==> config.mk <==
export PLATFORM = sky130hd
export DESIGN_NAME = grid_move_sequencer_flat
export DESIGN_NICKNAME = d
export VERILOG_FILES = /design/src/rtl/grid_move_sequencer_pkg.sv /design/src/rtl/grid_move_sequencer_if.sv /design/src/rtl/grid_move_sequencer_lfsr.sv /design/src/rtl/grid_move_sequencer.sv /design/src/flat_wrapper.sv
export SDC_FILE = /design/constraint.sdc
export NUM_CORES = 1
export LEC_CHECK = 0
export ABC_AREA = 1
export BUFFER_PORTS_ARGS = -buffer_cell sky130_fd_sc_hd__buf_2
export CORE_MARGIN = 4
export CORE_UTILIZATION = 50
export DETAILED_ROUTE_END_ITERATION = 8
export MAX_ROUTING_LAYER = met4
export PLACE_DENSITY = 0.7
export SLEW_MARGIN = 20
export SYNTH_ARGS = -nofsm -noshare
export SYNTH_HDL_FRONTEND = slang
export SYNTH_HIERARCHICAL = 1
export SYNTH_SLANG_ARGS = --single-unit
==> constraint.sdc <==
create_clock -name clk -period 2.49 [get_ports clk]
set_input_delay 0.498 -clock clk [delete_from_list [all_inputs] [get_ports clk]]
set_output_delay 0.498 -clock clk [all_outputs]
set_load 0.05 [all_outputs]
==> src/rtl/grid_move_sequencer_pkg.sv <==
// grid_move_sequencer_pkg: shared grid geometry, cell values and controller states
package grid_move_sequencer_pkg;
    localparam int GRID_DIM = 4;
    localparam int NUM_CELLS = GRID_DIM * GRID_DIM;
    localparam int CELL_W = 2;
    localparam logic [CELL_W-1:0] CELL_CLEAR = 2'b00;
    typedef enum logic [2:0] {
        S_IDLE, S_CLEAR, S_SCRAMBLE, S_PLAY, S_FIRE, S_SETTLE, S_CHECK, S_WON
    } state_e;
endpackage

==> src/rtl/grid_move_sequencer_if.sv <==
// grid_move_sequencer_if: player/win inputs and cell strike/load bus of the game controller
interface grid_move_sequencer_if
    import grid_move_sequencer_pkg::*;
#(
    parameter int MOVE_CNT_W = 8
);
    logic fire_req, new_game, mix_mode, sel_error, n_row, win;
    logic [GRID_DIM-1:0] sel_code, row_en, col_en;
    logic add_n, fire_pulse, load_en, busy, game_won;
    logic [$clog2(NUM_CELLS)-1:0] load_idx;
    logic [CELL_W-1:0] load_val;
    logic [MOVE_CNT_W-1:0] move_count;
    modport master (
        input fire_req, new_game, mix_mode, sel_code, sel_error, n_row, win,
        output row_en, col_en, add_n, fire_pulse, load_en, load_idx, load_val, move_count, busy, game_won
    );
    modport slave (
        output fire_req, new_game, mix_mode, sel_code, sel_error, n_row, win,
        input row_en, col_en, add_n, fire_pulse, load_en, load_idx, load_val, move_count, busy, game_won
    );
endinterface

==> src/rtl/grid_move_sequencer_lfsr.sv <==
// grid_move_sequencer_lfsr: 16-bit Galois LFSR (taps 16/14/13/11) exposing its low bits
module grid_move_sequencer_lfsr #(
    parameter logic [15:0] SEED = 16'hACE1
) (
    input  logic       clk,
    input  logic       reset_n,
    input  logic       adv,
    output logic [2:0] pick
);
    logic [15:0] q;
    assign pick = q[2:0];
    always_ff @(posedge clk or negedge reset_n)
        if (!reset_n) q <= SEED;
        else if (adv) q <= {1'b0, q[15:1]} ^ (q[0] ? 16'hB400 : 16'h0000);
endmodule

==> src/rtl/grid_move_sequencer.sv <==
// grid_move_sequencer: clears/scrambles the grid and turns fire presses into validated strikes
module grid_move_sequencer
    import grid_move_sequencer_pkg::*;
#(
    parameter int SCRAMBLE_MOVES = 8,
    parameter int SETTLE_CYCLES = 2,
    parameter logic [15:0] LFSR_SEED = 16'hACE1,
    parameter int MOVE_CNT_W = 8
) (
    input logic clk,
    input logic reset_n,
    grid_move_sequencer_if.master bus
);
    state_e state_q, state_d;
    logic [7:0] cnt_q, cnt_d, sc_q, sc_d;
    logic fire_q, ng_q, fire_edge, ng_edge, strike_d, fire_d;
    logic [2:0] pick;
    logic [GRID_DIM-1:0] scr_oh;
    assign fire_edge = bus.fire_req && !fire_q;
    assign ng_edge = bus.new_game && !ng_q;
    assign strike_d = state_d == S_SCRAMBLE && cnt_d == 8'd0;
    assign fire_d = state_d == S_FIRE;
    assign scr_oh = 4'b0001 << pick[1:0];
    assign bus.load_val = CELL_CLEAR;

    grid_move_sequencer_lfsr #(.SEED(LFSR_SEED)) u_lfsr (
        .clk(clk), .reset_n(reset_n), .adv(strike_d), .pick(pick)
    );

    // cnt_q is the clear index in S_CLEAR and the strike/settle phase elsewhere
    always_comb begin
        state_d = state_q;
        cnt_d = cnt_q;
        sc_d = sc_q;
        if (ng_edge) begin
            state_d = S_CLEAR;
            cnt_d = '0;
        end else
            case (state_q)
                S_CLEAR: begin
                    cnt_d = cnt_q + 8'd1;
                    if (cnt_q == 8'(NUM_CELLS - 1)) begin
                        cnt_d = '0;
                        sc_d = '0;
                        state_d = (bus.mix_mode && SCRAMBLE_MOVES > 0) ? S_SCRAMBLE : S_PLAY;
                    end
                end
                S_SCRAMBLE: begin
                    cnt_d = cnt_q + 8'd1;
                    if (cnt_q == 8'(SETTLE_CYCLES)) begin
                        cnt_d = '0;
                        sc_d = sc_q + 8'd1;
                        state_d = sc_q == 8'(SCRAMBLE_MOVES - 1) ? S_PLAY : S_SCRAMBLE;
                    end
                end
                S_PLAY: state_d = (fire_edge && !bus.sel_error && $onehot(bus.sel_code)) ? S_FIRE : S_PLAY;
                S_FIRE: begin
                    state_d = S_SETTLE;
                    cnt_d = 8'd1;
                end
                S_SETTLE: begin
                    cnt_d = cnt_q + 8'd1;
                    state_d = cnt_q == 8'(SETTLE_CYCLES) ? S_CHECK : S_SETTLE;
                end
                S_CHECK: state_d = bus.win ? S_WON : S_PLAY;
                default: ;
            endcase
    end

    // Outputs are registered from the next state so they line up with the state they describe
    always_ff @(posedge clk or negedge reset_n)
        if (!reset_n) begin
            state_q <= S_IDLE;
            cnt_q <= '0;
            sc_q <= '0;
            fire_q <= 1'b0;
            ng_q <= 1'b0;
            bus.row_en <= '0;
            bus.col_en <= '0;
            bus.add_n <= 1'b0;
            bus.fire_pulse <= 1'b0;
            bus.load_en <= 1'b0;
            bus.load_idx <= '0;
            bus.move_count <= '0;
            bus.busy <= 1'b0;
            bus.game_won <= 1'b0;
        end else begin
            state_q <= state_d;
            cnt_q <= cnt_d;
            sc_q <= sc_d;
            fire_q <= bus.fire_req;
            ng_q <= bus.new_game;
            bus.row_en <= strike_d ? (pick[2] ? '0 : scr_oh) : (fire_d && !bus.n_row) ? bus.sel_code : '0;
            bus.col_en <= strike_d ? (pick[2] ? scr_oh : '0) : (fire_d && bus.n_row) ? bus.sel_code : '0;
            bus.add_n <= strike_d;
            bus.fire_pulse <= strike_d || fire_d;
            bus.load_en <= state_d == S_CLEAR;
            bus.load_idx <= state_d == S_CLEAR ? cnt_d[3:0] : '0;
            bus.move_count <= state_q == S_CLEAR ? '0 :
                (state_q == S_FIRE && bus.move_count != {MOVE_CNT_W{1'b1}}) ? bus.move_count + 1'b1 : bus.move_count;
            bus.busy <= !(state_d inside {S_PLAY, S_WON});
            bus.game_won <= state_d == S_WON;
        end
endmodule

==> src/flat_wrapper.sv <==
// flat-port wrapper written by rule: the top's interface ports become plain ports
module grid_move_sequencer_flat import grid_move_sequencer_pkg::*;
#(
    parameter int SCRAMBLE_MOVES = 8,
    parameter int SETTLE_CYCLES = 2,
    parameter logic [15:0] LFSR_SEED = 16'hACE1,
    parameter int MOVE_CNT_W = 8
)
  (clk, reset_n, bus_fire_req, bus_new_game, bus_mix_mode, bus_sel_code, bus_sel_error, bus_n_row, bus_win, bus_row_en, bus_col_en, bus_add_n, bus_fire_pulse, bus_load_en, bus_load_idx, bus_load_val, bus_move_count, bus_busy, bus_game_won);
  grid_move_sequencer_if #(.MOVE_CNT_W(MOVE_CNT_W)) bus_i ();
  input logic clk;
  input logic reset_n;
  input wire logic [$bits(bus_i.fire_req)-1:0] bus_fire_req;
  input wire logic [$bits(bus_i.new_game)-1:0] bus_new_game;
  input wire logic [$bits(bus_i.mix_mode)-1:0] bus_mix_mode;
  input wire logic [$bits(bus_i.sel_code)-1:0] bus_sel_code;
  input wire logic [$bits(bus_i.sel_error)-1:0] bus_sel_error;
  input wire logic [$bits(bus_i.n_row)-1:0] bus_n_row;
  input wire logic [$bits(bus_i.win)-1:0] bus_win;
  output wire logic [$bits(bus_i.row_en)-1:0] bus_row_en;
  output wire logic [$bits(bus_i.col_en)-1:0] bus_col_en;
  output wire logic [$bits(bus_i.add_n)-1:0] bus_add_n;
  output wire logic [$bits(bus_i.fire_pulse)-1:0] bus_fire_pulse;
  output wire logic [$bits(bus_i.load_en)-1:0] bus_load_en;
  output wire logic [$bits(bus_i.load_idx)-1:0] bus_load_idx;
  output wire logic [$bits(bus_i.load_val)-1:0] bus_load_val;
  output wire logic [$bits(bus_i.move_count)-1:0] bus_move_count;
  output wire logic [$bits(bus_i.busy)-1:0] bus_busy;
  output wire logic [$bits(bus_i.game_won)-1:0] bus_game_won;
  assign bus_i.fire_req = bus_fire_req;
  assign bus_i.new_game = bus_new_game;
  assign bus_i.mix_mode = bus_mix_mode;
  assign bus_i.sel_code = bus_sel_code;
  assign bus_i.sel_error = bus_sel_error;
  assign bus_i.n_row = bus_n_row;
  assign bus_i.win = bus_win;
  assign bus_row_en = bus_i.row_en;
  assign bus_col_en = bus_i.col_en;
  assign bus_add_n = bus_i.add_n;
  assign bus_fire_pulse = bus_i.fire_pulse;
  assign bus_load_en = bus_i.load_en;
  assign bus_load_idx = bus_i.load_idx;
  assign bus_load_val = bus_i.load_val;
  assign bus_move_count = bus_i.move_count;
  assign bus_busy = bus_i.busy;
  assign bus_game_won = bus_i.game_won;
  grid_move_sequencer #(.SCRAMBLE_MOVES(SCRAMBLE_MOVES), .SETTLE_CYCLES(SETTLE_CYCLES), .LFSR_SEED(LFSR_SEED), .MOVE_CNT_W(MOVE_CNT_W)) u_core (.clk(clk), .reset_n(reset_n), .bus(bus_i));
endmodule
==> impl_results.md <==
* Initial Util at 0.513
* Largest net degree at the start of global routing at 25
* Final setup vio count at 22
* Worst reg2reg path startpoint: u_core/state_q[1]
* Fin cells at 565
* RSZ-0062 raised after global routing: true
* Slew Limit Fails at 0
* Netlist cell types at 39
* Final ANT Viol Nets at 0
* DRT Wirelength at 7280 µm
* CORE AREA at 0.00676 mm²
* CTS tree: yes
* Crit. End Element: flip-flop
* Via-to-Cell Ratio at 5.06
* CP Launch Point: bus_sel_code[0]
* Cell leakage power at 0.00222 µW
* Endpoints failing hold at 0
* IO Pins at 39
* CP arrival at 2860 ps
* Maximum fanout along the worst path at 7
* Tmin final at 2580 ps
* Avg WL per Cell at 12.9 µm
* Max Root-Sink Buffers at 2
* Dpl cell area at 0.00381 mm²
* HPWL after detailed placement at 5290 µm
* Startpoint types: input port
* Reg2Reg Depth at 12
* CP Data Required Time at 2770 ps
* Total of max-cap violations at 0
* Post-Syn Instances at 421
* Worst R2R End: u_core/u_lfsr/q[4]
* Iteration-0 DRC Markers at 127
* GRT Util Overall at 0.195
* Syn-to-layout area delta at 20.2%
* Mapped Area at 0.00347 mm²
* Top cell type by total area after synthesis: dfrtp_1
* DIE HEIGHT at 91.3 µm
* Crit path max-delay family: adder cells
* Crit path cell chain: buf_8 -> inv_8 -> fa_1 -> inv_1 -> ha_2 -> ha_4 -> nor2_4 -> nand3_2 -> a21oi_2 -> nand4_1 -> nor2_2 -> nand2_2 -> nor2_8 -> nand3_4 -> clkinv_8 -> buf_6 -> nand2_2 -> nand2_1
* Port buffer count at 36
* Worst Hold Class: in2async
* Most numerous cell in the Yosys netlist: nand2_1
* Total power at 4400 µW
* Total iterations of the first detailed-routing run at 4
* Vias in the first global route at 2,805
* Final worst slack at -91.8 ps
* Period utilization at 1.04
* Layout cells sized above 1 at 0.328
* Cell Pwr Density at 1060 mW/mm²
* Final net count at 499
* Inst Count DP at 545
* Clock insertion delay at the later pin of the skew report at 340 ps
* Row count at 30
* Buf/Inv on CP at 5
* Die width at 91.3 µm
* Maximum VDD drop at 0.664 mV
* Post-synth top area share at 0.390
* Share of synthesized registers carrying an async set or reset at 1.00
* Ant. Diodes at 0
* Run status: complete, but fails checks
* DRC at 0
* Vias at 2,858
* Highest clock rate at 387 MHz
* Htree depth at 3
* Failing checks: setup timing
* Flops & latches, synth at 62
* Crit path max-delay cell type: fa_1
* Capture point of the critical path: u_core/u_lfsr/q[4]
* Most used cell, CP: nand2_2
* Seq/Total Area, Yosys at 0.451
* DIE AREA at 0.00833 mm²
* Main synth FF type: dfrtp_1
* GRT overflow at 0
* GPL Wtd Cong at 0.835
* Initial antenna violation count at 0
* Clk root buf: clkbuf_8
* Clk sink count at 62
* Clock buffer count from CTS at 9
* Largest cells by area after synthesis: dfrtp_1, nand2_1, dfstp_2
* Number of synthesis warnings at 6
* Worst Skew at 10.2 ps
* Max incr delay on CP at 540 ps
* Setup TNS at -1070 ps
* Levels on crit path at 18
* Final Util at 0.617
* EDFF count, synth at 0
* Worst-path clk slew at 70 ps
* Post-route cell area at 0.00417 mm²
* Setup Crit Path Kind: in2reg
* First-pass GRT wire length at 12,600 µm
* Cts hold-fix bufs at 0
* Mean Syn Cell Area at 8.23 µm²
* FF-to-FF setup slack at 200 ps
* Post-synth top cells: nand2_1, inv_1, dfrtp_1
==> power by group <==
part / leakage, µW / internal, µW / switching, µW
logic: 0.00131 / 690 / 1430
registers: 0.000810 / 1240 / 174
clock network: 0.0000996 / 465 / 412
total: 0.00222 / 2390 / 2010
==> final cells by class <==
| type | instances | area [µm²] |
|---|---|---|
| timing repair buffer | 54 | 343 |
| clock inverter | 7 | 73.8 |
| multi-input combinational | 281 | 1660 |
| fill | 594 | 2590 |
| inverter | 70 | 293 |
| tap | 80 | 100 |
| clock buffer | 9 | 124 |
| timing repair inverter | 2 | 15.0 |
| sequential | 62 | 1560 |
==> timing repair <==
action | in CTS | in global routing
setup buffers | 1 | 2
endpoints found under the setup margin | 25 | 26
resized for setup | 23 | 21
cloned | 2 | 0
pin swaps | 16 | 9
endpoints found under the hold margin | 0 | 0
==> state kept, by name (all words and copies together) (netlist names), 3 cells and up <==
register,count
u_core/bus.load_idx,4
u_core/sc_q,8
u_core/cnt_q,8
u_core/bus.col_en,4
u_core/state_q,3
u_core/u_lfsr/q,16
u_core/bus.move_count,8
u_core/bus.row_en,4
==> layer usage <==
metal,vias to the layer above,GRT usage,part of all wire
li1,1445,-,-
met1,1351,0.234,0.43
met2,48,0.315,0.52
met3,14,0.0431,0.030
met4,0,0.0842,0.019
met5,-,-,0
==> cells in the final DEF (no fill, tap or decap), types with 5 or more instances in the layout <==
cell type	count
dfstp_2	8
nor3_1	18
nor2_2	9
a21oi_1	10
buf_4	15
nand4_1	16
dfrtp_1	54
inv_1	53
clkbuf_8	9
o21ai_0	5
nand2_1	106
buf_2	34
nor2_1	27
nor2_4	5
nand2_2	21
inv_2	12
nand3_1	20
==> worst min-delay path by stage <==
stage / endpoint / cells after the start / slack (ps) / from
after detailed placement: u_core/bus.move_count[4] / 1 / 440 / reset_n
after CTS: u_core/bus.move_count[4] / 1 / 70 / reset_n
after floorplan: u_core/bus.add_n / 0 / 200 / reset_n
after global routing: u_core/bus.move_count[4] / 1 / 90 / reset_n
after global placement: u_core/bus.move_count[4] / 1 / 440 / reset_n
final: u_core/bus.move_count[4] / 1 / 60 / reset_n
==> per-stage QoR <==
stage	hold WS [ps]	worst slack, ps
6_report	63.5	-91.8
3_3_place_gp	437	-532
5_1_grt	85.1	-230
3_5_place_dp	440	-611
4_1_cts	72.0	-74.7
2_1_floorplan	202	-478
==> cells by family (layout without fill, tap and decap cells) <==
logic type,Yosys count,after routing,share of synthesized area
adder cells (fa/ha/maj),7,7,0.0274
other,1,2,0.00108
AO/OA/AOI/OAI,30,30,0.0592
buffers and inverters,79,142,0.102
XOR/XNOR,2,2,0.00722
AND/OR/NAND/NOR,240,240,0.353
flip-flops,62,62,0.451
Power figures use the tool's default switching activity.
